File: config.mk
export PLATFORM = sky130hd
export DESIGN_NAME = pwm_instr_decoder
export DESIGN_NICKNAME = d
export VERILOG_FILES = /design/src/rtl/pwm_instr_decoder.sv
export SDC_FILE = /design/constraint.sdc
export NUM_CORES = 1
export LEC_CHECK = 0
export ABC_CLOCK_PERIOD_IN_PS = 2800
export CORE_ASPECT_RATIO = 1.75
export CORE_MARGIN = 5
export CORE_UTILIZATION = 44
export CTS_BUF_LIST = sky130_fd_sc_hd__clkbuf_8
export CTS_CLUSTER_DIAMETER = 80
export DETAILED_ROUTE_END_ITERATION = 16
export GPL_TIMING_DRIVEN = 0
export PLACE_DENSITY = 0.71
export SYNTH_ARGS = -nofsm -noshare
export SYNTH_HDL_FRONTEND = slang
export SYNTH_SLANG_ARGS = --single-unit
export TNS_END_PERCENT = 50
File: constraint.sdc
create_clock -name clk -period 2.8 [get_ports clk]
set_input_delay 0.56 -clock clk [delete_from_list [all_inputs] [get_ports clk]]
set_output_delay 0.56 -clock clk [all_outputs]
set_load 0.02 [all_outputs]
File: src/rtl/pwm_instr_decoder.sv
// pwm_instr_decoder: receive side of the servo PWM instruction link.
// Measures each high pulse on the synchronised PWM line and classifies it as
// back / stop / forward. A consecutive-match filter decides when the
// published instruction changes. Malformed pulses and a silent line are
// flagged.
module pwm_instr_decoder #(
    parameter int BACK_W  = 115,
    parameter int STOP_W  = 230,
    parameter int FWD_W   = 238,
    parameter int TOL     = 3,
    parameter int MAX_W   = 512,
    parameter int TIMEOUT = 6144,
    parameter int MATCH   = 2
) (
    input  logic       clk,
    input  logic       reset_n,
    input  logic       pwm_in,
    output logic [1:0] instr,
    output logic       instr_valid,
    output logic       pulse_err,
    output logic       link_lost
);

    localparam int MCW = (MATCH < 1) ? 1 : $clog2(MATCH + 1);

    typedef enum logic [1:0] {
        ARM       = 2'd0,
        WAIT_RISE = 2'd1,
        HIGH      = 2'd2
    } state_t;

    // Synchroniser, edge history and start-up fill tracking
    logic             sync1_q, sync2_q, pwm_q;
    logic [1:0]       fill_q, fill_d;
    logic             pwm_s, rise, fall;

    // Pulse measurement
    logic [11:0]      w_q, w_d;
    logic [12:0]      idle_q, idle_d;
    logic             timeout_hit;

    // Pulse-tracking FSM
    state_t           state_q, state_d;
    logic             cls_pend_q, cls_pend_d;
    logic [11:0]      w_cap_q, w_cap_d;
    logic             long_err;

    // Classification and match filter
    logic [1:0]       code;
    logic             code_ok;
    logic [1:0]       cand_q, cand_d;
    logic [MCW-1:0]   match_q, match_d;
    logic [1:0]       instr_q, instr_d;
    logic             valid_q, valid_d;
    logic             err_q, err_d;
    logic             link_q, link_d;

    assign pwm_s = sync2_q;
    assign rise  = pwm_s & ~pwm_q;
    assign fall  = ~pwm_s & pwm_q;

    // True when w lies within +/-TOL of a nominal width (inclusive edges)
    function automatic logic in_band(input logic [11:0] w, input int nom);
        int wi;
        wi = int'(w);
        return (wi >= nom - TOL) && (wi <= nom + TOL);
    endfunction

    // Width and idle counters; fill_q marks when the synchroniser holds real
    // line samples after reset, so ARM cannot mistake the reset zeros for a
    // low line in the middle of a pulse
    always_comb begin
        w_d = w_q;
        if (rise) begin
            w_d = 12'd1;
        end else if (pwm_s && (w_q != 12'hFFF)) begin
            w_d = w_q + 12'd1;
        end

        idle_d = idle_q;
        if (rise) begin
            idle_d = 13'd0;
        end else if (idle_q != 13'h1FFF) begin
            idle_d = idle_q + 13'd1;
        end

        timeout_hit = ~rise && (idle_q == 13'(TIMEOUT - 1));
        fill_d      = {fill_q[0], 1'b1};
    end

    // Pulse-tracking FSM: discard pulses in progress, capture width on fall
    always_comb begin
        state_d    = state_q;
        cls_pend_d = 1'b0;
        w_cap_d    = w_cap_q;
        long_err   = 1'b0;
        case (state_q)
            ARM: begin
                if (fill_q[1] && !pwm_s) begin
                    state_d = WAIT_RISE;
                end
            end
            WAIT_RISE: begin
                if (rise) begin
                    state_d = HIGH;
                end
            end
            HIGH: begin
                if (fall) begin
                    state_d    = WAIT_RISE;
                    cls_pend_d = 1'b1;
                    w_cap_d    = w_q;
                end else if (w_q > 12'(MAX_W)) begin
                    state_d  = ARM;
                    long_err = 1'b1;
                end
            end
            default: state_d = ARM;
        endcase
    end

    // Map the captured width to an instruction code
    always_comb begin
        code    = 2'b11;
        code_ok = 1'b0;
        if (in_band(w_cap_q, BACK_W)) begin
            code    = 2'b10;
            code_ok = 1'b1;
        end else if (in_band(w_cap_q, STOP_W)) begin
            code    = 2'b11;
            code_ok = 1'b1;
        end else if (in_band(w_cap_q, FWD_W)) begin
            code    = 2'b01;
            code_ok = 1'b1;
        end
    end

    // Match filter, status pulses and link supervision; timeout has last say
    always_comb begin
        instr_d = instr_q;
        cand_d  = cand_q;
        match_d = match_q;
        valid_d = 1'b0;
        err_d   = 1'b0;
        link_d  = link_q;

        if (rise) begin
            link_d = 1'b0;
        end

        if (long_err) begin
            err_d   = 1'b1;
            match_d = '0;
        end else if (cls_pend_q) begin
            if (code_ok) begin
                valid_d = 1'b1;
                if (code == cand_q) begin
                    if (match_q != MCW'(MATCH)) begin
                        match_d = match_q + MCW'(1);
                    end
                end else begin
                    cand_d  = code;
                    match_d = MCW'(1);
                end
                if (match_d == MCW'(MATCH)) begin
                    instr_d = cand_d;
                end
            end else begin
                err_d   = 1'b1;
                match_d = '0;
            end
        end

        if (timeout_hit) begin
            link_d  = 1'b1;
            instr_d = 2'b11;
            match_d = '0;
        end
    end

    // All state registers, asynchronously cleared
    always_ff @(posedge clk or negedge reset_n) begin
        if (!reset_n) begin
            sync1_q    <= 1'b0;
            sync2_q    <= 1'b0;
            pwm_q      <= 1'b0;
            fill_q     <= 2'b00;
            w_q        <= '0;
            idle_q     <= '0;
            state_q    <= ARM;
            cls_pend_q <= 1'b0;
            w_cap_q    <= '0;
            cand_q     <= 2'b11;
            match_q    <= '0;
            instr_q    <= 2'b11;
            valid_q    <= 1'b0;
            err_q      <= 1'b0;
            link_q     <= 1'b0;
        end else begin
            sync1_q    <= pwm_in;
            sync2_q    <= sync1_q;
            pwm_q      <= pwm_s;
            fill_q     <= fill_d;
            w_q        <= w_d;
            idle_q     <= idle_d;
            state_q    <= state_d;
            cls_pend_q <= cls_pend_d;
            w_cap_q    <= w_cap_d;
            cand_q     <= cand_d;
            match_q    <= match_d;
            instr_q    <= instr_d;
            valid_q    <= valid_d;
            err_q      <= err_d;
            link_q     <= link_d;
        end
    end

    assign instr       = instr_q;
    assign instr_valid = valid_q;
    assign pulse_err   = err_q;
    assign link_lost   = link_q;

endmodule

==> results.cfg <==
[clock_network]
cts.htree.levels = 2
cts-resized-gates = 0
clk_path_buf_depth = 2
cts_hold_buf = 0
cts_buffers = 5
cts_sinks = 54
cts_setup_buffers = 0
insertion_delay_ns = 0.32
cts-root-buf = clkbuf_8
clkTransAtPathRegs_ns = 0.10
cts_tree = built

[timing]
hold_viol_final = 0
min_period_ns = 2.298
fmax_mhz = 435.1
tightest_slew_ns = 0.8423
setup_viol = 0
relSlewSlack = 0.4333
fin_skew_ns = 0.01033
rsz0062_at_grt = no
slew_viol_final = 0
hold-worst-slack_ns = 0.2067
post-route-period-util = 0.8207

[placed_design]
dp.cells = 355
port_buffers = 7
dpl.hpwl_mm = 4.151
place_congestion = 0.8007

[synth]
synth_ff_type = dfrtp_1
synth_nets = 274
ys_ff_latch = 54
synth.cell_area_sq_um = 2760
ys_seq_area_frac = 0.4914
synth_area_per_cell_sq_um = 10.34
synthTopCellsByCount = 50 x dfrtp_1, 23 x nor2_1, 17 x nand2_1
synthArstFlopShare = 1.000
synth_enable_flop_cells = 0
yosysTopAreaCell = dfrtp_1
yosysTopAreaCellShare = 0.4533
ys.warnings.count = 0
ys_top_cells_by_area = dfrtp_1 45%, mux2_2 4.9%, dfstp_2 3.8%, xnor2_1 3.8%, nor2_1 3.1%
yosysUniqueCellTypes = 54
yosysMostFrequentCell = dfrtp_1
syn_inst = 267

[global_routing]
grt_remaining_overflow = 0
grt_use_total = 0.1538
grt_pass1_vias = 2071
grt_start_max_net_pins = 33
grt_pass1_wl_mm = 9.722
antenna_found_initial = 0

[worst_setup_path]
crit_path_start_kind = register
setup.worst_path.end_class = register
worstSetupPathType = reg -> reg
path_max_fanout = 6
critPathRequiredTime_ns = 3.05
cp_data_arrival_time_ns = 2.55

[cells_and_area]
antenna_cells = 0
fillCellCount = 604
final_util = 0.4943
syn_to_final_growth_pct = 10.70
num-nets-final = 289
final_cells = 363
drive_gt1_frac = 0.1484

[drt]
wl_met1_mm = 2.166
detailroute.wirelength.met2_mm = 3.166
dr.max_layer_used = met4
wl_mm = 5.586
drtIter0Drc = 92
wl_per_cell_microns = 15.39
final_antenna_net_count = 0
viasPerCell = 5.567
drt_first_pass_iters = 4
drc = 0
met3_wirelength_microns = 95
num_vias = 2021

[die]
io_pins = 8
start_util = 0.4466
design.die.area_sq_um = 8019
coreArea_sq_um = 6181
rows = 38
fp.dieW_microns = 69.87
die_y_microns = 114.8

[run_status]
status = finished clean

[pwr]
ir_drop_v = 0.0003070
leakage_nw = 1.241
powerDensity_nw_per_um2 = 563.9

[worst_hold_path]
hp-class = in -> async

[run]
cap_violations = 0
-- worst paths after layout --
kind / start / slack, ns / endpoint / cells past startpoint
setup / recovery: w_q[1] / 0.50 / instr[1] / 7
hold / removal: reset_n / 0.21 / pwm_q / 1
setup reg to reg: w_q[1] / 0.50 / instr[1] / 7
hold reg to reg: sync1_q / 0.36 / pwm_s / 0
max in group asynchronous: reset_n / 2.03 / w_cap_q[9] / 2
min in group clk: sync1_q / 0.36 / pwm_s / 0
-- flip-flops by register name, summed over array words and instances (netlist names) --
name	count
instr_valid	1
match_q	2
pwm_q	1
cand_q	2
w_cap_q	12
link_lost	1
w_q	12
state_q	2
sync1_q	1
idle_q	13
pulse_err	1
cls_pend_q	1
instr	2
pwm_s	1
fill_q	2
-- logic make-up (layout without fill, tap and decap cells) --
| logic type | after synthesis | in the layout | share of synthesized area |
|---|---|---|---|
| compound gates | 48 | 48 | 0.1188 |
| xor+xnor | 15 | 15 | 0.04760 |
| fa+ha+maj | 4 | 4 | 0.01813 |
| buf+inv | 21 | 37 | 0.03355 |
| flops | 54 | 54 | 0.4914 |
| mux | 15 | 15 | 0.05984 |
| other cells | 1 | 1 | 0.001359 |
| simple gates | 109 | 109 | 0.2294 |
-- metal layers --
| layer | global-route usage | vias to the layer above |
|---|---|---|
| met5 | 0 | - |
| met4 | 0.08312 | 0 |
| met3 | 0.02625 | 12 |
| met2 | 0.2944 | 20 |
| met1 | 0.1558 | 997 |
| li1 | - | 992 |
-- metrics by stage --
step / setup WS [ns] / TNS (ns) / area, sq um / total power (W)
after floorplan: 0.9223 / 0 / 2760 / 0.001150
final: 0.5019 / 0 / 3055 / 0.001723
after detailed placement: 0.6049 / 0 / 2945 / 0.001238
after CTS: 0.5431 / 0 / 3055 / 0.001747
after global routing: 0.3563 / 0 / 3055 / 0.001829
after global placement: -0.4421 / -21.86 / 2930 / 0.001220
-- where the power goes --
group | total (W) | switching, W | internal [W]
combinational | 0.000281 | 0.000151 | 0.000130
sequential | 0.000939 | 0.0000871 | 0.000852
clock | 0.000502 | 0.000252 | 0.000250
total | 0.00172 | 0.000490 | 0.00123
-- layout make-up --
type / count / area [sq um] / share of cell area
repair buffers: 8 / 85.08 / 0.02785
well taps: 80 / 100.1 / 0.03276
inverters: 12 / 45.04 / 0.01474
multi-input cells: 192 / 1311 / 0.4292
flip-flops and latches: 54 / 1356 / 0.4439
plain buffers: 9 / 47.55 / 0.01556
clock buffers: 8 / 110.1 / 0.03604
-- cell usage in the layout (no fill, tap or decap), types with 5 or more instances in the layout --
cell,synthesis,routed
a21oi_1,9,9
clkbuf_1,5,5
clkbuf_8,0,8
clkdlybuf4s50_1,0,6
dfrtp_1,50,50
inv_1,12,12
mux2_2,12,12
nand2_1,17,17
nand3_1,11,11
nand4_1,6,6
nor2_1,23,23
nor2b_1,5,5
nor3_1,11,11
o21ai_0,10,10
or3_1,5,5
or4_1,5,5
xnor2_1,12,12
-- worst max-delay path, stage by stage (launching register included) --
cell and delay, ns:
dfrtp_1 0.46, inv_1 0.11, ha_1 0.16, nor4b_4 0.23, nand2_1 0.13, a2111oi_0 0.47, nor4b_2 0.44, mux2i_1 0.25
Note: power is estimated with default switching activity, not from simulation.
